`config.mk`:
```
export PLATFORM = sky130hd
export DESIGN_NAME = hdmi_timing_scaler
export DESIGN_NICKNAME = d
export VERILOG_FILES = /design/src/rtl/hdmi_timing_scaler.sv
export SDC_FILE = /design/constraint.sdc
export NUM_CORES = 1
export LEC_CHECK = 0
export ABC_AREA = 1
export CAP_MARGIN = 20
export CORE_UTILIZATION = 50
export DETAILED_ROUTE_END_ITERATION = 6
export GPL_TIMING_DRIVEN = 0
export PLACE_DENSITY = 0.73
export SLEW_MARGIN = 0
export SYNTH_ARGS = -nofsm -noshare
export SYNTH_HDL_FRONTEND = slang
export SYNTH_SLANG_ARGS = --single-unit
```
`constraint.sdc`:
```
create_clock -name clk -period 2.2 [get_ports clk]
set_input_delay 0.44 -clock clk [delete_from_list [all_inputs] [get_ports clk]]
set_output_delay 0.44 -clock clk [all_outputs]
set_load 0.01 [all_outputs]
```
`src/rtl/hdmi_timing_scaler.sv`:
```
// HDMI raster timing generator with a centred, integer-scaled GBA image window.
// Produces sync/DE, GBA pixel coordinates and a one-cycle row fetch request per GBA line.
module hdmi_timing_scaler #(
  parameter int   WIDTH_MAX     = 2200,
  parameter int   HEIGHT_MAX    = 1125,
  parameter int   FRAME_WIDTH   = 1920,
  parameter int   FRAME_HEIGHT  = 1080,
  parameter int   H_FRONT       = 88,
  parameter int   H_SYNC        = 44,
  parameter int   V_FRONT       = 4,
  parameter int   V_SYNC        = 5,
  parameter int   MAX_SCALE_CNT = 5,
  parameter int   GBA_W         = 240,
  parameter int   GBA_H         = 160,
  parameter logic SYNC_POL      = 1'b1
) (
  input  logic        clk,
  input  logic        rst_n,
  input  logic        resync,
  output logic [11:0] hCnt,
  output logic [10:0] vCnt,
  output logic        de,
  output logic        hsync,
  output logic        vsync,
  output logic        frameStart,
  output logic        gbaActive,
  output logic [7:0]  gbaX,
  output logic [7:0]  gbaY,
  output logic        lineReq,
  output logic [7:0]  lineReqY
);

  localparam int IW   = GBA_W * (MAX_SCALE_CNT + 1);
  localparam int IH   = GBA_H * (MAX_SCALE_CNT + 1);
  localparam int XOFF = (FRAME_WIDTH - IW) / 2;
  localparam int YOFF = (FRAME_HEIGHT - IH) / 2;

  localparam logic [11:0] H_LAST = 12'(WIDTH_MAX - 1);
  localparam logic [11:0] H_ACT  = 12'(FRAME_WIDTH);
  localparam logic [11:0] HS_BEG = 12'(FRAME_WIDTH + H_FRONT);
  localparam logic [11:0] HS_END = 12'(FRAME_WIDTH + H_FRONT + H_SYNC);
  localparam logic [11:0] X_PRE  = 12'(XOFF - 1);
  localparam logic [11:0] X_BEG  = 12'(XOFF);
  localparam logic [11:0] X_END  = 12'(XOFF + IW);
  localparam logic [10:0] V_LAST = 11'(HEIGHT_MAX - 1);
  localparam logic [10:0] V_ACT  = 11'(FRAME_HEIGHT);
  localparam logic [10:0] VS_BEG = 11'(FRAME_HEIGHT + V_FRONT);
  localparam logic [10:0] VS_END = 11'(FRAME_HEIGHT + V_FRONT + V_SYNC);
  localparam logic [10:0] Y_PRE  = 11'(YOFF - 1);
  localparam logic [10:0] Y_BEG  = 11'(YOFF);
  localparam logic [10:0] Y_END  = 11'(YOFF + IH);
  localparam logic [3:0]  SC_MAX = 4'(MAX_SCALE_CNT);
  localparam logic [7:0]  GX_MAX = 8'(GBA_W - 1);
  localparam logic [7:0]  GY_MAX = 8'(GBA_H - 1);

  logic [11:0] h;
  logic [10:0] v;
  logic [3:0]  x_scale, y_scale;
  logic [7:0]  gx, gy;
  logic        pend;

  logic        h_wrap, restart, x_win, y_win, line_req_c, hs_c, vs_c;
  logic [10:0] v_inc, v_next;
  logic [7:0]  line_req_y_c;

  always_comb begin
    h_wrap       = (h == H_LAST);
    restart      = h_wrap && (pend || resync);
    x_win        = (h >= X_BEG) && (h < X_END);
    y_win        = (v >= Y_BEG) && (v < Y_END);
    v_inc        = v + 11'd1;
    v_next       = (v == V_LAST) ? 11'd0 : v_inc;
    hs_c         = (h >= HS_BEG) && (h < HS_END);
    vs_c         = (v >= VS_BEG) && (v < VS_END);
    // Request the row that the next line will start displaying.
    line_req_c   = (h == H_ACT) &&
                   ((v == Y_PRE) || (y_win && (v_inc < Y_END) && (y_scale == SC_MAX)));
    line_req_y_c = (v == Y_PRE) ? 8'd0 : gy + 8'd1;
  end

  always_ff @(posedge clk or negedge rst_n) begin
    if (!rst_n) begin
      h       <= '0;
      v       <= '0;
      x_scale <= '0;
      y_scale <= '0;
      gx      <= '0;
      gy      <= '0;
      pend    <= 1'b0;
    end else begin
      h <= h_wrap ? 12'd0 : h + 12'd1;

      if (h_wrap)      pend <= 1'b0;
      else if (resync) pend <= 1'b1;

      if (restart || (h == X_PRE)) begin
        x_scale <= '0;
        gx      <= '0;
      end else if (x_win) begin
        if (x_scale == SC_MAX) begin
          x_scale <= '0;
          if (gx != GX_MAX) gx <= gx + 8'd1;
        end else begin
          x_scale <= x_scale + 4'd1;
        end
      end

      if (h_wrap) begin
        if (restart) begin
          v       <= '0;
          y_scale <= '0;
          gy      <= '0;
        end else begin
          v <= v_next;
          if (v_next == Y_BEG) begin
            y_scale <= '0;
            gy      <= '0;
          end else if (y_win) begin
            if (y_scale == SC_MAX) begin
              y_scale <= '0;
              if (gy != GY_MAX) gy <= gy + 8'd1;
            end else begin
              y_scale <= y_scale + 4'd1;
            end
          end
        end
      end
    end
  end

  // Outputs are a registered image of the current internal position, so all share one cycle of latency.
  always_ff @(posedge clk or negedge rst_n) begin
    if (!rst_n) begin
      hCnt       <= '0;
      vCnt       <= '0;
      de         <= 1'b0;
      hsync      <= !SYNC_POL;
      vsync      <= !SYNC_POL;
      frameStart <= 1'b0;
      gbaActive  <= 1'b0;
      gbaX       <= '0;
      gbaY       <= '0;
      lineReq    <= 1'b0;
      lineReqY   <= '0;
    end else begin
      hCnt       <= h;
      vCnt       <= v;
      de         <= (h < H_ACT) && (v < V_ACT);
      hsync      <= hs_c ? SYNC_POL : !SYNC_POL;
      vsync      <= vs_c ? SYNC_POL : !SYNC_POL;
      frameStart <= (h == 12'd0) && (v == 11'd0);
      gbaActive  <= x_win && y_win;
      gbaX       <= gx;
      gbaY       <= gy;
      lineReq    <= line_req_c;
      lineReqY   <= line_req_c ? line_req_y_c : lineReqY;
    end
  end

endmodule

```
* Word-level counts from Yosys, hierarchy flattened
Cells that the tools add are included. Widths: inputs -> output; s select.
Word-level totals: bits in registers 101, input port bits 3, output and inout bits 53, logic and storage cells 95
Cells by class: add/subtract/negate cells 6, order comparisons 11, equal/unequal tests 10, muxes and demuxes 24, reduce and logical (&&, ||, !) cells 26
Operators by type and width (count):
- $mux 8 | 10
- $mux 4 | 7
- $lt 12x11->1 const B | 2
- $eq 11x6->1 const B | 2
- $lt 11x10->1 const B | 2
- $lt 11x11->1 const B | 2
- $mux 11 | 2
- $add 8x1->8 const B | 2
- $ne 8x8->1 const B | 2
- $add 12x1->12 const B | 1
- $eq 12x11->1 const B | 1
- $eq 12x12->1 const B | 1
- $eq 12x8->1 const B | 1
- $ge 12x11->1 const B | 1
- $ge 12x8->1 const B | 1
- $logic_not 12->1 | 1
- $lt 12x12->1 const B | 1
- $mux 12 | 1
- $add 11x1->11 const B | 1
- $eq 11x11->1 const B | 1
- $ge 11x11->1 const B | 1
- $ge 11x6->1 const B | 1
- $logic_and 1x1->1 | 11
- $logic_not 11->1 | 1
- 9 further kinds | 21

* Longest topological paths before layout
depth in word-level cells 6, gate-level depth with buffers 14, gate-level depth less buffers 14

* Worst setup path after synthesis
OpenSTA, ideal clock, no wires.
path kind reg2reg, from reg v[0], to reg gy[0], setup time 0.117 ns, data arrival time 1.852 ns, required time 2.083 ns, slack 0.231 ns, cell stages (with the launch flop) 14, buffers on the path 0, clock period less this slack 1.969 ns, cell sequence dfrtp_1 > inv_1 > ha_1 > nand2_1 > nor2_1 > nand3_2 > nand2_1 > nand2_1 > nor2_1 > nand3_2 > a21oi_4 > nand2_2 > nand2_1 > nand2_1
On the way: cells in the longest elaborated chain, start to end 5, elaborated cells between the ends (all ways) 13, classes of those cells 1 x add/sub; 2 x order compare; 2 x eq/ne; 3 x mux; 5 x reduce/logical
Ends and longest elaborated chain:
- from (decl) | line 57 | logic [10:0] v;
- from (signal assigned) | line 114 | v <= v_next;
- $add 11x1->11 or $eq 11x11->1 (tied branches) | line 71, 72
- $mux 11 | line 72 | v_next = (v == V_LAST) ? 11'd0 : v_inc;
- $eq 11x6->1 | line 115 | if (v_next == Y_BEG) begin
- $reduce_bool 3->1 (no line) or $mux 8 (tied branches)
- $reduce_and 4->1 (no line) or $mux 8 (tied branches)
- to (signal assigned) | line 121 | if (gy != GY_MAX) gy <= gy + 8'd1;
- to (decl) | line 59 | logic [7:0] gx, gy;
Parallel ways exist; a longest one is shown, timed or not. A chain may end at the register's enable or synchronous reset.

* Worst setup path in the final report
from reg v[1], to reg gy[6]
The elaborated chain is that of the path after synthesis.

==> results by stage <==
Synthesis:
- The most used flip-flop cell after synthesis is dfrtp_1.
- The compound-cell area share of the yosys netlist is 5.08%.
- The largest total area in the synthesized netlist belongs to dfrtp_1.
- Sorting the synthesized cells by area gives the leading types as dfrtp_1 54%, nand2_1 10%, nand3_1 5.7%.
- The netlist uses 36 different library cells.
- The share of Yosys cell area claimed by the top area cell type is 54.0%.
- The multiplexer fraction of the synthesized cell area is 0.214%.
- Of the synthesized area, sequential elements account for 54.0%.
- The Yosys warning count is 0.
- The commonest cells after synthesis are 128 x nand2_1, 101 x dfrtp_1, 68 x nor2_1, 56 x inv_1, 53 x nand3_1.
- The combinational family with the most area after synthesis is simple AND/OR/NAND/NOR gates.
- For this run, asynchronously set or reset flops after synthesis account for 100%.
- The synthesized flop and latch total is 101.
- After Yosys synthesis, and, or, nand and nor cells account for 29.7% of the synthesized area.
- The number of nets in the synthesized netlist is 548.
- Summing every instance area after synthesis gives 4680 um^2.
- Summing the areas of all xor and xnor instances in the mapped netlist gives 2.62% of the synthesized area.
- The most common cell in the synthesized netlist is nand2_1.
- Of the total synthesized cell area, the portion taken by full adders, half adders and majority gates is 2.67%.
- The synthesized design contains 0 enable-type register cells.
- The gate count of the mapped netlist is 535.
- The mean cell area of the mapped netlist is 8.74 um^2.

Floorplanning:
- The floorplan has 34 rows.
- The die covers 9750 um^2.
- The initial cell density of the core is 52.6%.
- For this design the top-level I/O count stands at 56.
- The die span in x is 98.7 um.
- The floorplan step set the die height to 98.7 um.
- The core region is 8890 um^2.

Routing:
- The final wirelength is about 10,000 um.
- The detailed router finished its first iteration with 288 violations.
- The wire length per cell is 14.2 um.
- Once detail routing completed, the nets flagged for antenna violations numbered 0.
- Using the TritonRoute via totals, the vias-per-cell ratio works out to 5.33.
- In the routed design, unresolved DRC markers number 0.
- The length of the first detailed-routing pass in iterations is 6.
- The overall via count from detail_route is 3,921.

Place:
- The port buffer count is 55.
- Routability-driven placement finished with a final weighted congestion of 0.889.
- The placed instances occupy a cell area of 5390 um^2.
- The placed wire-length estimate after detailed placement is 7150 um.
- The worst slack at placement is -0.209 ns.
- Including well taps, the total number of placed cells is 699.

Timing:
- Setup repair after global routing could not meet its margin everywhere.
- The transition time of the tightest slew-check pin is 0.503 ns.
- The worst clock skew is 0.0154 ns.
- The post-route minimum period is 2.09 ns.
- The worst pin sits at a relative slew slack of 66.2%.
- Static timing analysis puts the maximum clock frequency at 478 MHz.
- The fraction of the cycle the final worst path needs is 95.0%.
- Once routing completed, OpenROAD measured the worst setup slack at 0.109 ns.
- Setup violations remaining at the end of the flow were counted as 0.
- The max-slew violation count came to 0.
- The final hold violation count is 0.

Run:
- The max-capacitance violation count is 0.

Clocking:
- No sink is reached through more buffers than the 2 on the longest clock path.
- Clock tree synthesis selected as its root buffer the cell clkbuf_8.
- The CTS tree is done.
- The maximum level of the CTS H-tree is 3.
- For this design, the sink count on the clock tree is ~100.
- The worst-skew pair later-pin latency is 0.38 ns.
- After clock tree synthesis, the clock-pin slew on the worst setup and hold paths is 0.10 ns.
- In this run, CTS created clock tree buffers numbering 9.
- Hold repair after CTS inserted 0 buffers.

Global route:
- The wire length of the first global-routing pass is 17,000 um.
- Entering global routing, the biggest net connects 63 pins.
- The via count of the first global-routing pass came to ~3,700.
- After global routing the overflow that remains totals 0.
- The combined global-route utilization of all metal layers is 22.2%.
- The initial antenna violation count is 0.

Power and ir drop:
- The total power per unit cell area is about 550 nW/um^2.
- The leakage component of the power is 2.94 nW.
- The worst-case IR drop observed on VDD is 398 uV.

Setup path:
- The largest individual stage delay along the critical path comes from the cell dfrtp_2.
- Counting both buffers and inverters, the worst setup path holds a total of 2.
- The worst setup path is of the reg -> reg kind.
- At the worst endpoint, the arrival time is 2.37 ns.
- The maximum single-stage delay on the critical path is 0.47 ns.
- The sort of element at the end of the critical path is a register.
- Walking the worst path, the cells encountered are ha_4, buf_4, nand2_1, nor2_1, nand3_1, nand2_1, nand2_2, nand2_1, nor2_2, nand3_2, buf_4, o211ai_4, nand2_4, nand2_1, nand2_1.
- STA classifies the critical path startpoint as a register.
- The dominant cell type by count on the critical path is nand2_1.
- The required time at the endpoint of the critical path is 2.48 ns.
- Among cell families on the critical path, the largest total delay comes from simple AND/OR/NAND/NOR gates.
- In this run the worst path has a maximum fanout of 8.

Layout:
- 0 antenna diodes ended up in the layout.
- The number of nets in the layout is approximately 640.
- The finished layout holds 735 standard cells, fillers aside.
- The growth of design area from synthesis to finish is 27.1%.
- The final standard cell area without fillers is 5950 um^2.
- The proportion of layout cells with a drive suffix above 1 is 15.8%.

Min path:
- In this run the worst hold path is classified as in -> async.

Run status:
- The flow ran to the end, and the final reports show no timing, DRC or antenna violations.
==> cells by family after synthesis <==
family,after synthesis
AOI/OAI and AO/OA,38
xor gates and xnor gates,14
adders and majority gates,10
buffers and inverters,65
DFF,101
muxes,1
and+or+nand+nor,306
==> sequential cells by signal, summed over array words and instances, names as in the netlist <==
register,count
de,1
frameStart,1
gbaActive,1
gbaX,8
gbaY,8
gx,8
gy,8
h,12
hCnt,12
hsync,1
lineReq,1
lineReqY,8
pend,1
v,11
vCnt,11
vsync,1
x_scale,4
y_scale,4
==> worst reg2reg max path, cell delays in order (launching register included) <==
cell	delay, ns
dfrtp_2	0.47
ha_4	0.21
buf_4	0.14
nand2_1	0.08
nor2_1	0.05
nand3_1	0.08
nand2_1	0.08
nand2_2	0.07
nand2_1	0.06
nor2_2	0.10
nand3_2	0.10
buf_4	0.17
o211ai_4	0.12
nand2_4	0.14
nand2_1	0.09
nand2_1	0.05
==> placed cells by master (no fill, tap or decap), types with 6 or more instances in the layout <==
master | Yosys | final
buf_4 | 2 | 26
clkbuf_8 | 0 | 9
clkdlybuf4s50_1 | 0 | 54
dfrtp_1 | 101 | 97
ha_1 | 10 | 7
inv_1 | 56 | 53
nand2_1 | 128 | 118
nand2_2 | 8 | 16
nand3_1 | 53 | 52
nand3b_1 | 7 | 7
nand4_1 | 9 | 9
nor2_1 | 68 | 62
nor2_2 | 4 | 6
nor2_4 | 2 | 6
nor3_1 | 11 | 11
o21ai_0 | 9 | 7
o21ai_1 | 6 | 7
o22ai_1 | 12 | 12
xor2_1 | 11 | 11
==> per-stage QoR <==
| stage | total power, W | utilization (%) | hold WS, ns | TNS (ns) |
|---|---|---|---|---|
| finish | 0.00328 | 66.9 | 0.0350 | 0 |
| global route | 0.00339 | 66.9 | 0.0767 | -0.475 |
| CTS | 0.00332 | 64.5 | 0.0491 | 0 |
| detailed placement | 0.00194 | 60.6 | 0.364 | -3.32 |
| global placement | 0.00193 | 60.3 | 0.356 | -299.74 |
| floorplan | 0.00189 | - | 0.144 | 0 |
==> what timing repair did <==
| action | 4_1_cts | 5_1_grt |
|---|---|---|
| setup buffers | 11 | 10 |
| cloned | 0 | 1 |
| gates resized for setup | 7 | 43 |
| endpoints found under the hold margin | 0 | 0 |
| pin swaps | 3 | 14 |
| setup endpoints to repair | 26 | 30 |
==> report_power, final <==
| group | switching, W | internal [W] | total (W) |
|---|---|---|---|
| Sequential | 0.0000000000000000000344 | 0.00185 | 0.00185 |
| Combinational | 0.0000349 | 0.00000780 | 0.0000427 |
| Clock | 0.000630 | 0.000751 | 0.00138 |
==> final cells by class <==
cell class,count,area (um^2)
Buffer,8,60.1
Clock buffer,9,124
Clock inverter,5,108
Fill cell,713,2940
Inverter,57,216
Multi-Input combinational cell,369,2030
Sequential cell,101,2530
Tap cell,108,135
Timing Repair Buffer,78,741
==> worst paths after layout <==
path	startpoint	endpoint	slack [ns]	depth (start not counted)
worst max-delay path	v[1]$_DFFE_PN0N_	gy[6]$_DFFE_PN0P_	0.11	15
worst min-delay path	rst_n	v[4]$_DFFE_PN0N_	0.03	1
worst max register to register	v[1]$_DFFE_PN0N_	gy[6]$_DFFE_PN0P_	0.11	15
worst min register to register	v[3]$_DFFE_PN0N_	vCnt[3]$_DFF_PN0_	0.38	0
max in group asynchronous	rst_n	v[6]$_DFFE_PN0N_	1.51	2
min in group clk	v[3]$_DFFE_PN0N_	vCnt[3]$_DFF_PN0_	0.38	0
==> per-layer routing <==
| layer | GRT usage [%] | vias up | routed length [um] |
|---|---|---|---|
| li1 | - | 1916 | - |
| met1 | 29.8 | 1845 | 4510 |
| met2 | 36.2 | 139 | 5050 |
| met3 | 4.18 | 21 | 662 |
| met4 | 8.15 | 0 | 191 |
| met5 | 0 | - | 0 |
No activity file was read; power rests on OpenSTA's default activity.
